File: config.mk
export PLATFORM = sky130hd
export DESIGN_NAME = pwl_cmd_sequencer
export DESIGN_NICKNAME = d
export VERILOG_FILES = /design/src/rtl/pwl_cmd_sequencer.sv
export SDC_FILE = /design/constraint.sdc
export NUM_CORES = 1
export LEC_CHECK = 0
export ABC_AREA = 0
export ABC_CLOCK_PERIOD_IN_PS = 2200
export BUFFER_PORTS_ARGS = -buffer_cell sky130_fd_sc_hd__buf_2
export CORE_ASPECT_RATIO = 1.25
export CORE_MARGIN = 2
export CORE_UTILIZATION = 51
export CTS_BUF_LIST = sky130_fd_sc_hd__clkbuf_16
export CTS_CLUSTER_DIAMETER = 40
export DETAILED_ROUTE_END_ITERATION = 8
export PLACE_DENSITY = 0.73
export SYNTH_ARGS = -nofsm -noshare
export SYNTH_HDL_FRONTEND = slang
export SYNTH_SLANG_ARGS = --single-unit
File: constraint.sdc
create_clock -name clk -period 2.2 [get_ports clk]
set_input_delay 0.44 -clock clk [delete_from_list [all_inputs] [get_ports clk]]
set_output_delay 0.44 -clock clk [all_outputs]
set_load 0.1 [all_outputs]
File: src/rtl/pwl_cmd_sequencer.sv
// Command sequencer for the PWL synth: queues {cmd, wdata} requests, issues them one per
// slot with a fixed idle gap, and collects read replies (or times out) on a response port.
module pwl_cmd_sequencer #(
    parameter int         DEPTH    = 4,
    parameter int         GAP      = 1,
    parameter logic [2:0] READ_CMD = 3'd1,
    parameter int         TIMEOUT  = 15
) (
    input  logic        clk,
    input  logic        rst,
    input  logic        req_valid,
    output logic        req_ready,
    input  logic [2:0]  req_cmd,
    input  logic [12:0] req_wdata,
    output logic [2:0]  cmd_out,
    output logic [12:0] wdata_out,
    input  logic [12:0] data_in,
    input  logic        data_ready_in,
    output logic        rsp_valid,
    output logic [12:0] rsp_data,
    output logic        rsp_timeout,
    output logic        busy
);

    localparam int AW = $clog2(DEPTH);
    localparam int GW = (GAP > 0) ? $clog2(GAP + 1) : 1;
    localparam int TW = $clog2(TIMEOUT + 1);

    localparam logic [AW:0]   FULL_CNT = (AW + 1)'(DEPTH);
    localparam logic [GW-1:0] GAP_LAST = GW'(GAP);
    localparam logic [TW-1:0] TMO_LAST = TW'(TIMEOUT);

    typedef enum logic [1:0] {
        S_IDLE,
        S_ISSUE,
        S_GAP,
        S_WAIT_RSP
    } state_t;

    state_t state_q, state_d;

    // Request handshake: a request transfers on the rising edge where req_valid and
    // req_ready are both high. req_ready comes only from registered occupancy, so it is
    // stable for the whole cycle and a pop on the same edge never frees a slot early.
    logic [15:0]   mem [DEPTH];
    logic [AW-1:0] wr_ptr_q, rd_ptr_q;
    logic [AW:0]   count_q;
    logic          ready_en_q;
    logic          full, empty, push, pop;
    logic [2:0]    head_cmd;
    logic [12:0]   head_wdata;

    assign full      = (count_q == FULL_CNT);
    assign empty     = (count_q == '0);
    assign req_ready = ready_en_q & ~full;
    assign push      = req_valid & req_ready;
    assign {head_cmd, head_wdata} = mem[rd_ptr_q];

    always_ff @(posedge clk) begin
        if (push) begin
            mem[wr_ptr_q] <= {req_cmd, req_wdata};
        end
    end

    always_ff @(posedge clk or posedge rst) begin
        if (rst) begin
            wr_ptr_q   <= '0;
            rd_ptr_q   <= '0;
            count_q    <= '0;
            ready_en_q <= 1'b0;
        end else begin
            ready_en_q <= 1'b1;
            if (push) begin
                wr_ptr_q <= wr_ptr_q + AW'(1);
            end
            if (pop) begin
                rd_ptr_q <= rd_ptr_q + AW'(1);
            end
            case ({push, pop})
                2'b10:   count_q <= count_q + (AW + 1)'(1);
                2'b01:   count_q <= count_q - (AW + 1)'(1);
                default: count_q <= count_q;
            endcase
        end
    end

    logic [GW-1:0] gap_cnt_q, gap_cnt_d;
    logic [TW-1:0] tmo_cnt_q, tmo_cnt_d;
    logic          rsp_fire, rsp_is_tmo;
    logic          slot_done, take_next;

    // slot_done: the current command (or its reply) is finished and the gap starts.
    // take_next: behave as IDLE, i.e. pop the head if there is one.
    always_comb begin
        state_d    = state_q;
        gap_cnt_d  = gap_cnt_q;
        tmo_cnt_d  = tmo_cnt_q;
        pop        = 1'b0;
        rsp_fire   = 1'b0;
        rsp_is_tmo = 1'b0;
        slot_done  = 1'b0;
        take_next  = 1'b0;

        unique case (state_q)
            S_IDLE: begin
                take_next = 1'b1;
            end
            S_ISSUE: begin
                if (cmd_out == READ_CMD) begin
                    state_d   = S_WAIT_RSP;
                    tmo_cnt_d = TW'(1);
                end else begin
                    slot_done = 1'b1;
                end
            end
            S_GAP: begin
                if (gap_cnt_q >= GAP_LAST) begin
                    take_next = 1'b1;
                end else begin
                    gap_cnt_d = gap_cnt_q + GW'(1);
                end
            end
            S_WAIT_RSP: begin
                // Data beats the timeout when both land in the same cycle.
                if (data_ready_in) begin
                    rsp_fire  = 1'b1;
                    slot_done = 1'b1;
                end else if (tmo_cnt_q >= TMO_LAST) begin
                    rsp_fire   = 1'b1;
                    rsp_is_tmo = 1'b1;
                    slot_done  = 1'b1;
                end else begin
                    tmo_cnt_d = tmo_cnt_q + TW'(1);
                end
            end
            default: begin
                state_d = S_IDLE;
            end
        endcase

        if (slot_done) begin
            if (GAP > 0) begin
                state_d   = S_GAP;
                gap_cnt_d = GW'(1);
            end else begin
                take_next = 1'b1;
            end
        end

        if (take_next) begin
            if (!empty) begin
                pop     = 1'b1;
                state_d = S_ISSUE;
            end else begin
                state_d = S_IDLE;
            end
        end
    end

    always_ff @(posedge clk or posedge rst) begin
        if (rst) begin
            state_q     <= S_IDLE;
            gap_cnt_q   <= '0;
            tmo_cnt_q   <= '0;
            cmd_out     <= '0;
            wdata_out   <= '0;
            rsp_valid   <= 1'b0;
            rsp_data    <= '0;
            rsp_timeout <= 1'b0;
        end else begin
            state_q   <= state_d;
            gap_cnt_q <= gap_cnt_d;
            tmo_cnt_q <= tmo_cnt_d;
            cmd_out   <= pop ? head_cmd : 3'd0;
            if (pop) begin
                wdata_out <= head_wdata;
            end
            rsp_valid <= rsp_fire;
            if (rsp_fire) begin
                rsp_data    <= rsp_is_tmo ? 13'd0 : data_in;
                rsp_timeout <= rsp_is_tmo;
            end
        end
    end

    assign busy = (state_q != S_IDLE) | ~empty;

endmodule

==> flow_metrics.env, run 1 <==
export IMPL_dp_hpwl_um=4830
export IMPL_finalNetCount=348
export IMPL_synth_seq_cells=110
export IMPL_layout_drive_gt1_share=0.371
export IMPL_synthDistinctLibCells=44
export IMPL_drtIter0Drc=113
export IMPL_ctsHoldBuffers=0
export IMPL_cts_sinks=110
export IMPL_route_detailed_drc=0
export IMPL_grt_max_degree=20
export IMPL_synth_ff_type="edfxtp_1"
export IMPL_die_area_mm2=0.00928
export IMPL_post_route_period_util=0.943
export IMPL_min_path_type="in2async"
export IMPL_rr_worst_depth=8
export IMPL_crit_path_end_kind="flop"
export IMPL_tritoncts="built"
export IMPL_rsz0062_at_grt="no"
export IMPL_syn_nets=270
export IMPL_avgSynthCellArea_um2=18.9
export IMPL_nFillCells=614
export IMPL_post_dp_cell_area_mm2=0.00480
export IMPL_vias_per_cell=5.41
export IMPL_clock_skew_ns=0.00955
export IMPL_die_height_um=107
export IMPL_setup_tns_final_ns=0
export IMPL_cp_required_ns=2.45
export IMPL_crit_fanout=7
export IMPL_ant_nets=0
export IMPL_slew_violations=0
export IMPL_setup_viol=0
export IMPL_final_cell_mix="buf_2 (65), edfxtp_1 (64), dfrtp_1 (46), a22o_1 (13)"
export IMPL_detail_route_first_pass_iterations=4
export IMPL_cts_made_buffers=9
export IMPL_worstPathArrival_ns=2.33
export IMPL_htree_levels=3
export IMPL_finalWirelength_um=7320
export IMPL_antenna_found_initial=0
export IMPL_clk_pin_slew_worst_paths_ns=0.08
export IMPL_timing_rr_start="count_q[0]"
export IMPL_cts_resized=0
export IMPL_cts_setup_buffers=0
export IMPL_rows=37
export IMPL_fin_area_mm2=0.00508
export IMPL_diodes=0
export IMPL_wire_per_inst_um=17.9
export IMPL_period_minus_slack_ns=2.08
export IMPL_core_area_mm2=0.00824
export IMPL_reg2reg_to="count_q[2]"
export IMPL_vias=2220
export IMPL_seq_area_frac_synth=0.707
export IMPL_reg2reg_slack_ns=0.12
export IMPL_postSynthCellCount=230
export IMPL_async_flop_share=0.418
export IMPL_start_util=0.527
export IMPL_cts_root_buffer="clkbuf_16"
export IMPL_drv_cap=0
export IMPL_cts_max_path_buffers=2
export IMPL_portBuffers=65
export IMPL_gp_congestion=0.706
export IMPL_synthesis_area_mm2=0.00434
export IMPL_grt_overflow=0
export IMPL_status="complete, no violations"
export IMPL_finalHoldViolCount=0
export IMPL_clock_fmax_mhz=482
export IMPL_worst_setup_path_start_kind="flop"
export IMPL_grt_pass1_vias=2261
export IMPL_mostFrequentLayoutCell="buf_2"
export IMPL_synth_warnings=0
export IMPL_clk_latency_ns=0.34
export IMPL_grt_pass1_wl_um=11600
export IMPL_io_pins=66
export IMPL_worstSetupPathType="reg2reg"
export IMPL_synth_edff_count=64
export IMPL_area_delta_synth_final_pct=16.9
export IMPL_die_w_um=86.6
export IMPL_grt_total_usage=0.168
-- synthesized netlist by cell type, drive strengths merged, types with 5 or more instances --
cell type  count  area share
dfrtp         46        0.26
and2           7       0.010
ha             6       0.017
inv           10      0.0086
nor2           5      0.0043
a22o          13       0.026
mux2          15       0.044
edfxtp        64        0.44
buf            7       0.015
mux4          16       0.092
-- area by class of cell --
class                           instances  area [um2]  area share
Clock buffer                            9         225      0.0444
Tap cell                               97         121      0.0239
Sequential cell                       110        3070       0.605
Timing Repair Buffer                   76         408      0.0803
Clock inverter                          7        51.3      0.0101
Multi-Input combinational cell        101        1160       0.229
Inverter                               10        37.5     0.00739
-- through the flow --
| step | cells | hold WS (ns) | util | worst slack (ns) |
|---|---|---|---|---|
| finish | 410 | 0.0849 | 0.616 | 0.125 |
| global route | 410 | 0.119 | 0.616 | 0.00622 |
| CTS | 410 | 0.107 | 0.616 | 0.121 |
| detailed placement | 394 | 0.472 | 0.583 | 0.147 |
| global placement | 394 | 0.459 | 0.583 | 0.208 |
| floorplan | 230 | 0.478 | - | 0.0724 |
-- logic make-up (layout without fill, tap and decap cells) --
group	after synthesis	count (layout)	share of synthesized area
AND/OR/NAND/NOR	30	30	0.0455
flip-flops	110	110	0.707
other	1	1	0.000863
multiplexers	34	34	0.143
buffers and inverters	19	102	0.0253
AO/OA/AOI/OAI	23	23	0.0435
adder cells (fa/ha/maj)	7	7	0.0219
XOR/XNOR	6	6	0.0121
-- metal layers --
metal  vias to the layer above  GRT usage  share of wire  wire length [um]
met5                         -          0              0                 0
met4                         0     0.0636          0.012                88
met3                         6     0.0362          0.043               312
met2                        50      0.285           0.52              3830
met1                      1120      0.209           0.42              3090
li1                       1044          -              -                 -
-- state kept, by name, indices dropped and copies added, names as in the netlist --
| signal | cells |
|---|---|
| mem | 64 |
| cmd_out | 3 |
| wdata_out | 13 |
| rsp_data | 13 |
| state_q | 2 |
| rsp_timeout | 1 |
| tmo_cnt_q | 4 |
| count_q | 3 |
| ready_en_q | 1 |
| rsp_valid | 1 |
| wr_ptr_q | 2 |
| rd_ptr_q | 2 |
| gap_cnt_q | 1 |
-- worst max path at each step --
stage	depth (start not counted)	startpoint	slack, ns	endpoint
floorplan	9	state_q[1]	0.07	count_q[2]
global placement	8	count_q[0]	0.21	count_q[2]
detailed placement	8	count_q[0]	0.15	count_q[2]
CTS	8	count_q[0]	0.12	count_q[2]
global route	8	count_q[0]	0.006	count_q[2]
finish	8	count_q[0]	0.12	count_q[2]
-- worst max-delay path, cell delays in order (launching register included) --
cell and delay [ns]:
dfrtp_1 0.44, o311a_1 0.47, inv_1 0.09, ha_1 0.18
inv_1 0.06, fa_1 0.37, xor2_1 0.15, nor2_1 0.11
xnor2_1 0.13
Power of run 1 is not shown: default switching activity piles up to over one toggle a cycle in this logic, so the estimate is an artifact.
==> inputs of run 2 (changes only) <==
BUFFER_PORTS_ARGS = -buffer_cell sky130_fd_sc_hd__clkbuf_2   (was -buffer_cell sky130_fd_sc_hd__buf_2)
==> run 2 against run 1 <==
Via count is 2.4% higher. Sequential share of layout area decreased by 0.24 points. Final cell count down 0.24%. Design area is 0.39% higher. Critical path depth is the same. Register-to-register slack is essentially flat. Worst setup slack lost 0.015 ns. Largest cell class unchanged. Critical endpoint unchanged. Global-route usage rose by 0.49 points. Sequential cell count stayed put. Maximum frequency down 0.69%. Non-clock buffer count shrank 1.
==> flow_metrics.env, run 2 (synthesis gave the netlist of run 1 again) <==
export IMPL_cts_root_buffer="clkbuf_16"
export IMPL_cts_sinks=110
export IMPL_finalHoldViolCount=0
export IMPL_cts_max_path_buffers=2
export IMPL_layout_drive_gt1_share=0.372
export IMPL_tritoncts="built"
export IMPL_ant_nets=0
export IMPL_reg2reg_to="count_q[2]"
export IMPL_htree_levels=3
export IMPL_largest_reg_flops=64
export IMPL_ctsHoldBuffers=0
export IMPL_final_cell_mix="clkbuf_2 (65), edfxtp_1 (64), dfrtp_1 (46), a22o_1 (13), mux4_1 (11)"
export IMPL_area_delta_synth_final_pct=17.3
export IMPL_grt_total_usage=0.172
export IMPL_detail_route_first_pass_iterations=4
export IMPL_critical_path_startpoint="count_q[0]"
export IMPL_slew_violations=0
export IMPL_die_w_um=86.6
export IMPL_rr_worst_depth=8
export IMPL_rsz0062_at_grt="no"
export IMPL_worst_setup_path_start_kind="flop"
export IMPL_io_pins=66
export IMPL_tightest_slew_ns=0.554
export IMPL_crit_fanout=7
export IMPL_cp_required_ns=2.47
export IMPL_timing_rr_start="count_q[0]"
export IMPL_die_height_um=107
export IMPL_clk_latency_ns=0.34
export IMPL_status="complete, no violations"
export IMPL_reg2reg_slack_ns=0.11
export IMPL_rows=37
export IMPL_post_route_period_util=0.950
export IMPL_finalNetCount=347
export IMPL_period_minus_slack_ns=2.09
export IMPL_clk_pin_slew_worst_paths_ns=0.07
export IMPL_start_util=0.527
export IMPL_vias=2273
export IMPL_max_slew_margin=0.632
export IMPL_crit_path_end="count_q[2]"
export IMPL_route_detailed_drc=0
export IMPL_core_area_mm2=0.00824
export IMPL_mostFrequentLayoutCell="clkbuf_2"
export IMPL_drtIter0Drc=85
export IMPL_worstPathArrival_ns=2.36
export IMPL_finalWirelength_um=7250
export IMPL_crit_path_end_kind="flop"
export IMPL_drv_cap=0
export IMPL_grt_max_degree=25
export IMPL_wire_per_inst_um=17.7
export IMPL_dp_hpwl_um=4820
export IMPL_worstSetupPathType="reg2reg"
export IMPL_setup_tns_final_ns=0
export IMPL_die_area_mm2=0.00928
export IMPL_antenna_found_initial=0
export IMPL_clock_skew_ns=0.00722
export IMPL_setup_viol=0
export IMPL_diodes=0
export IMPL_min_path_type="in2async"
export IMPL_portBuffers=65
export IMPL_cts_made_buffers=9
export IMPL_gp_congestion=0.732
export IMPL_clock_fmax_mhz=478
export IMPL_reg_top3="mem: 64 flops, rsp_data: 13 flops, wdata_out: 13 flops"
export IMPL_grt_pass1_wl_um=11900
export IMPL_vias_per_cell=5.56
export IMPL_nFillCells=620
export IMPL_grt_pass1_vias=2369
export IMPL_grt_overflow=0
export IMPL_top_register="mem"
run 2: changes by cell type in the layout (fill, tap and decap cells not counted), moves of 2 or more:
cell and delta:
clkbuf_2 +65, clkinvlp_4 -2, buf_4 -2, buf_2 -65, inv_6 +3
run 2: metrics by stage:
| stage | setup slack (ns) | util | hold WS [ns] | cell area, um2 | cells |
|---|---|---|---|---|---|
| after floorplan | 0.0724 | - | 0.478 | 4340 | 230 |
| after global placement | 0.204 | 0.583 | 0.488 | 4810 | 393 |
| after detailed placement | 0.148 | 0.583 | 0.492 | 4810 | 393 |
| after CTS | 0.0394 | 0.618 | 0.127 | 5090 | 409 |
| after global routing | 0.0124 | 0.619 | 0.149 | 5100 | 409 |
| final | 0.110 | 0.619 | 0.115 | 5100 | 409 |
run 2: how the worst min path moves through the flow:
stage	endpoint	depth (start not counted)
final	rsp_data[3]	2
after global placement	rsp_data[1]	2
after floorplan	tmo_cnt_q[0]	1
after detailed placement	rsp_data[8]	1
after global routing	rsp_data[3]	2
after CTS	rsp_data[1]	2
run 2: final cells by class:
class,count,area [um2],share of cell area
clock buffer,9,225,0.0442
clock inverter,7,60.1,0.0118
inverter,10,37.5,0.00736
multi-input combinational,101,1170,0.229
sequential,110,3070,0.603
tap,97,121,0.0238
timing repair buffer,75,413,0.0810
run 2: repair_timing:
action                     4_1_cts  5_1_grt
resized for setup                0        1
setup endpoints to repair        0        1
buffers inserted                 0        0
hold endpoints to repair         0        0
run 2: critical path, cell delays in order (launching register included):
cell and delay, ns:
dfrtp_1 0.45, o311a_1 0.47, inv_1 0.09, ha_1 0.18, inv_1 0.06, fa_1 0.37, xor2_1 0.16, nor2_1 0.11
xnor2_1 0.12
run 2: metal layers:
metal | global-route usage | routed length (um) | vias to the layer above
met5 | 0 | 0 | -
met4 | 0.0614 | 118 | 0
met3 | 0.0508 | 317 | 12
met2 | 0.290 | 3850 | 50
met1 | 0.212 | 2970 | 1167
li1 | - | - | 1044
Power of run 2 is left out for the same reason.
==> inputs of run 3 (changes only) <==
ABC_CLOCK_PERIOD_IN_PS = 2300   (was 2200)
CORE_UTILIZATION = 55   (was 51)
PLACE_DENSITY = 0.75   (was 0.73)
clock period = 2.3 ns   (was 2.2 ns; I/O delays follow)
==> run 3 against run 2 <==
First-iteration DRC count fell by 25%. Core utilization rose by 3.6 points. Count of clock-buffer cells in the layout did not move. Sequential cell count did not move. Worst setup slack improved by 0.092 ns.
==> flow_metrics.env, run 3 (synthesis gave the netlist of run 1 again) <==
export IMPL_top_register="mem"
export IMPL_start_util=0.561
export IMPL_htree_levels=3
export IMPL_clock_fmax_mhz=477
export IMPL_timing_rr_start="count_q[0]"
export IMPL_holdWs_ns=0.108
export IMPL_cts_setup_buffers=0
export IMPL_tritoncts="built"
export IMPL_antenna_found_initial=0
export IMPL_ctsHoldBuffers=0
export IMPL_grt_overflow=0
export IMPL_rsz0062_at_grt="no"
export IMPL_vias=2229
export IMPL_tightest_slew_ns=0.552
export IMPL_reg_top3="mem: 64 flops, rsp_data: 13 flops, wdata_out: 13 flops"
export IMPL_diodes=0
export IMPL_grt_pass1_wl_um=11800
export IMPL_worstPathArrival_ns=1.64
export IMPL_finalNetCount=347
export IMPL_die_w_um=83.5
export IMPL_crit_path_end_kind="output port"
export IMPL_setup_viol=0
export IMPL_die_area_mm2=0.00863
export IMPL_layout_drive_gt1_share=0.375
export IMPL_clock_skew_ns=0.00636
export IMPL_route_detailed_drc=0
export IMPL_reg2reg_slack_ns=0.21
export IMPL_slew_violations=0
export IMPL_reg2reg_to="count_q[2]"
export IMPL_portBuffers=65
export IMPL_crit_fanout=5
export IMPL_grt_total_usage=0.181
export IMPL_post_dp_cell_area_mm2=0.00479
export IMPL_gp_congestion=0.751
export IMPL_fin_area_mm2=0.00507
export IMPL_finalHoldViolCount=0
export IMPL_largest_reg_flops=64
export IMPL_worst_setup_path_start_kind="flop"
export IMPL_ant_nets=0
export IMPL_core_area_mm2=0.00775
export IMPL_post_route_period_util=0.912
export IMPL_wire_per_inst_um=17.4
export IMPL_rr_worst_depth=8
export IMPL_io_pins=66
export IMPL_cp_slowest_cell="dfrtp_1"
export IMPL_grt_pass1_vias=2398
export IMPL_cts_sinks=110
export IMPL_min_path_type="in2async"
export IMPL_area_delta_synth_final_pct=16.8
export IMPL_detail_route_first_pass_iterations=6
export IMPL_vias_per_cell=5.48
export IMPL_drtIter0Drc=64
export IMPL_cts_made_buffers=9
export IMPL_drv_cap=0
export IMPL_dp_hpwl_um=4710
export IMPL_mostFrequentLayoutCell="clkbuf_2"
export IMPL_rows=36
export IMPL_setup_tns_final_ns=0
export IMPL_worstSetupPathType="reg2out"
export IMPL_cts_resized=0
export IMPL_grt_max_degree=21
export IMPL_clk_latency_ns=0.33
export IMPL_finalWirelength_um=7090
export IMPL_cp_required_ns=1.84
export IMPL_max_slew_margin=0.634
export IMPL_cts_root_buffer="clkbuf_16"
export IMPL_status="complete, no violations"
export IMPL_max_stage_delay_ns=0.45
export IMPL_nFillCells=535
export IMPL_crit_chain="nor3_2 > nand2_1 > clkbuf_2"
export IMPL_period_minus_slack_ns=2.10
export IMPL_cts_max_path_buffers=2
export IMPL_clk_pin_slew_worst_paths_ns=0.07
export IMPL_final_cell_mix="clkbuf_2 (65), edfxtp_1 (64), dfrtp_1 (46), a22o_1 (13), mux4_1 (11)"
export IMPL_die_height_um=103
-- run 3: cell counts in the layout (fill, tap and decap cells not counted) --
No cell type changed its count.
-- run 3: cell type report --
type / count / area [um2] / area share
flip-flops and latches: 110 / 3070 / 0.606
well taps: 95 / 119 / 0.0234
inverters: 10 / 37.5 / 0.00740
clock inverters: 7 / 56.3 / 0.0111
repair buffers: 75 / 400 / 0.0789
multi-input cells: 101 / 1160 / 0.229
clock buffers: 9 / 225 / 0.0444
-- run 3: worst max path at each step --
stage                           from          to  slack [ns]  cells after the start
after floorplan           state_q[1]  count_q[2]        0.17                      9
after global placement    count_q[0]  count_q[2]        0.30                      8
after detailed placement  count_q[0]  count_q[2]        0.20                      8
after CTS                 count_q[0]        busy        0.19                      3
after global routing      count_q[0]  count_q[2]         0.1                      8
final                     count_q[0]        busy        0.20                      3
-- run 3: stage by stage --
step	setup WS [ns]	cells	util
after floorplan	0.172	230	-
after global placement	0.301	391	0.618
after detailed placement	0.204	391	0.618
after CTS	0.190	407	0.655
after global routing	0.0974	407	0.655
final	0.202	407	0.655
-- run 3: critical path: cells and delay by family, from the launching register on --
family	cells	cell delay [ns]
buf+inv	1	0.39
simple gates	2	0.47
flops	1	0.45
-- run 3: per-layer routing --
metal | share of wire | up-vias | GRT usage
li1 | - | 1045 | -
met1 | 0.42 | 1122 | 0.225
met2 | 0.52 | 56 | 0.320
met3 | 0.046 | 6 | 0.0381
met4 | 0.011 | 0 | 0.0670
met5 | 0 | - | 0
Power of run 3 is left out for the same reason.
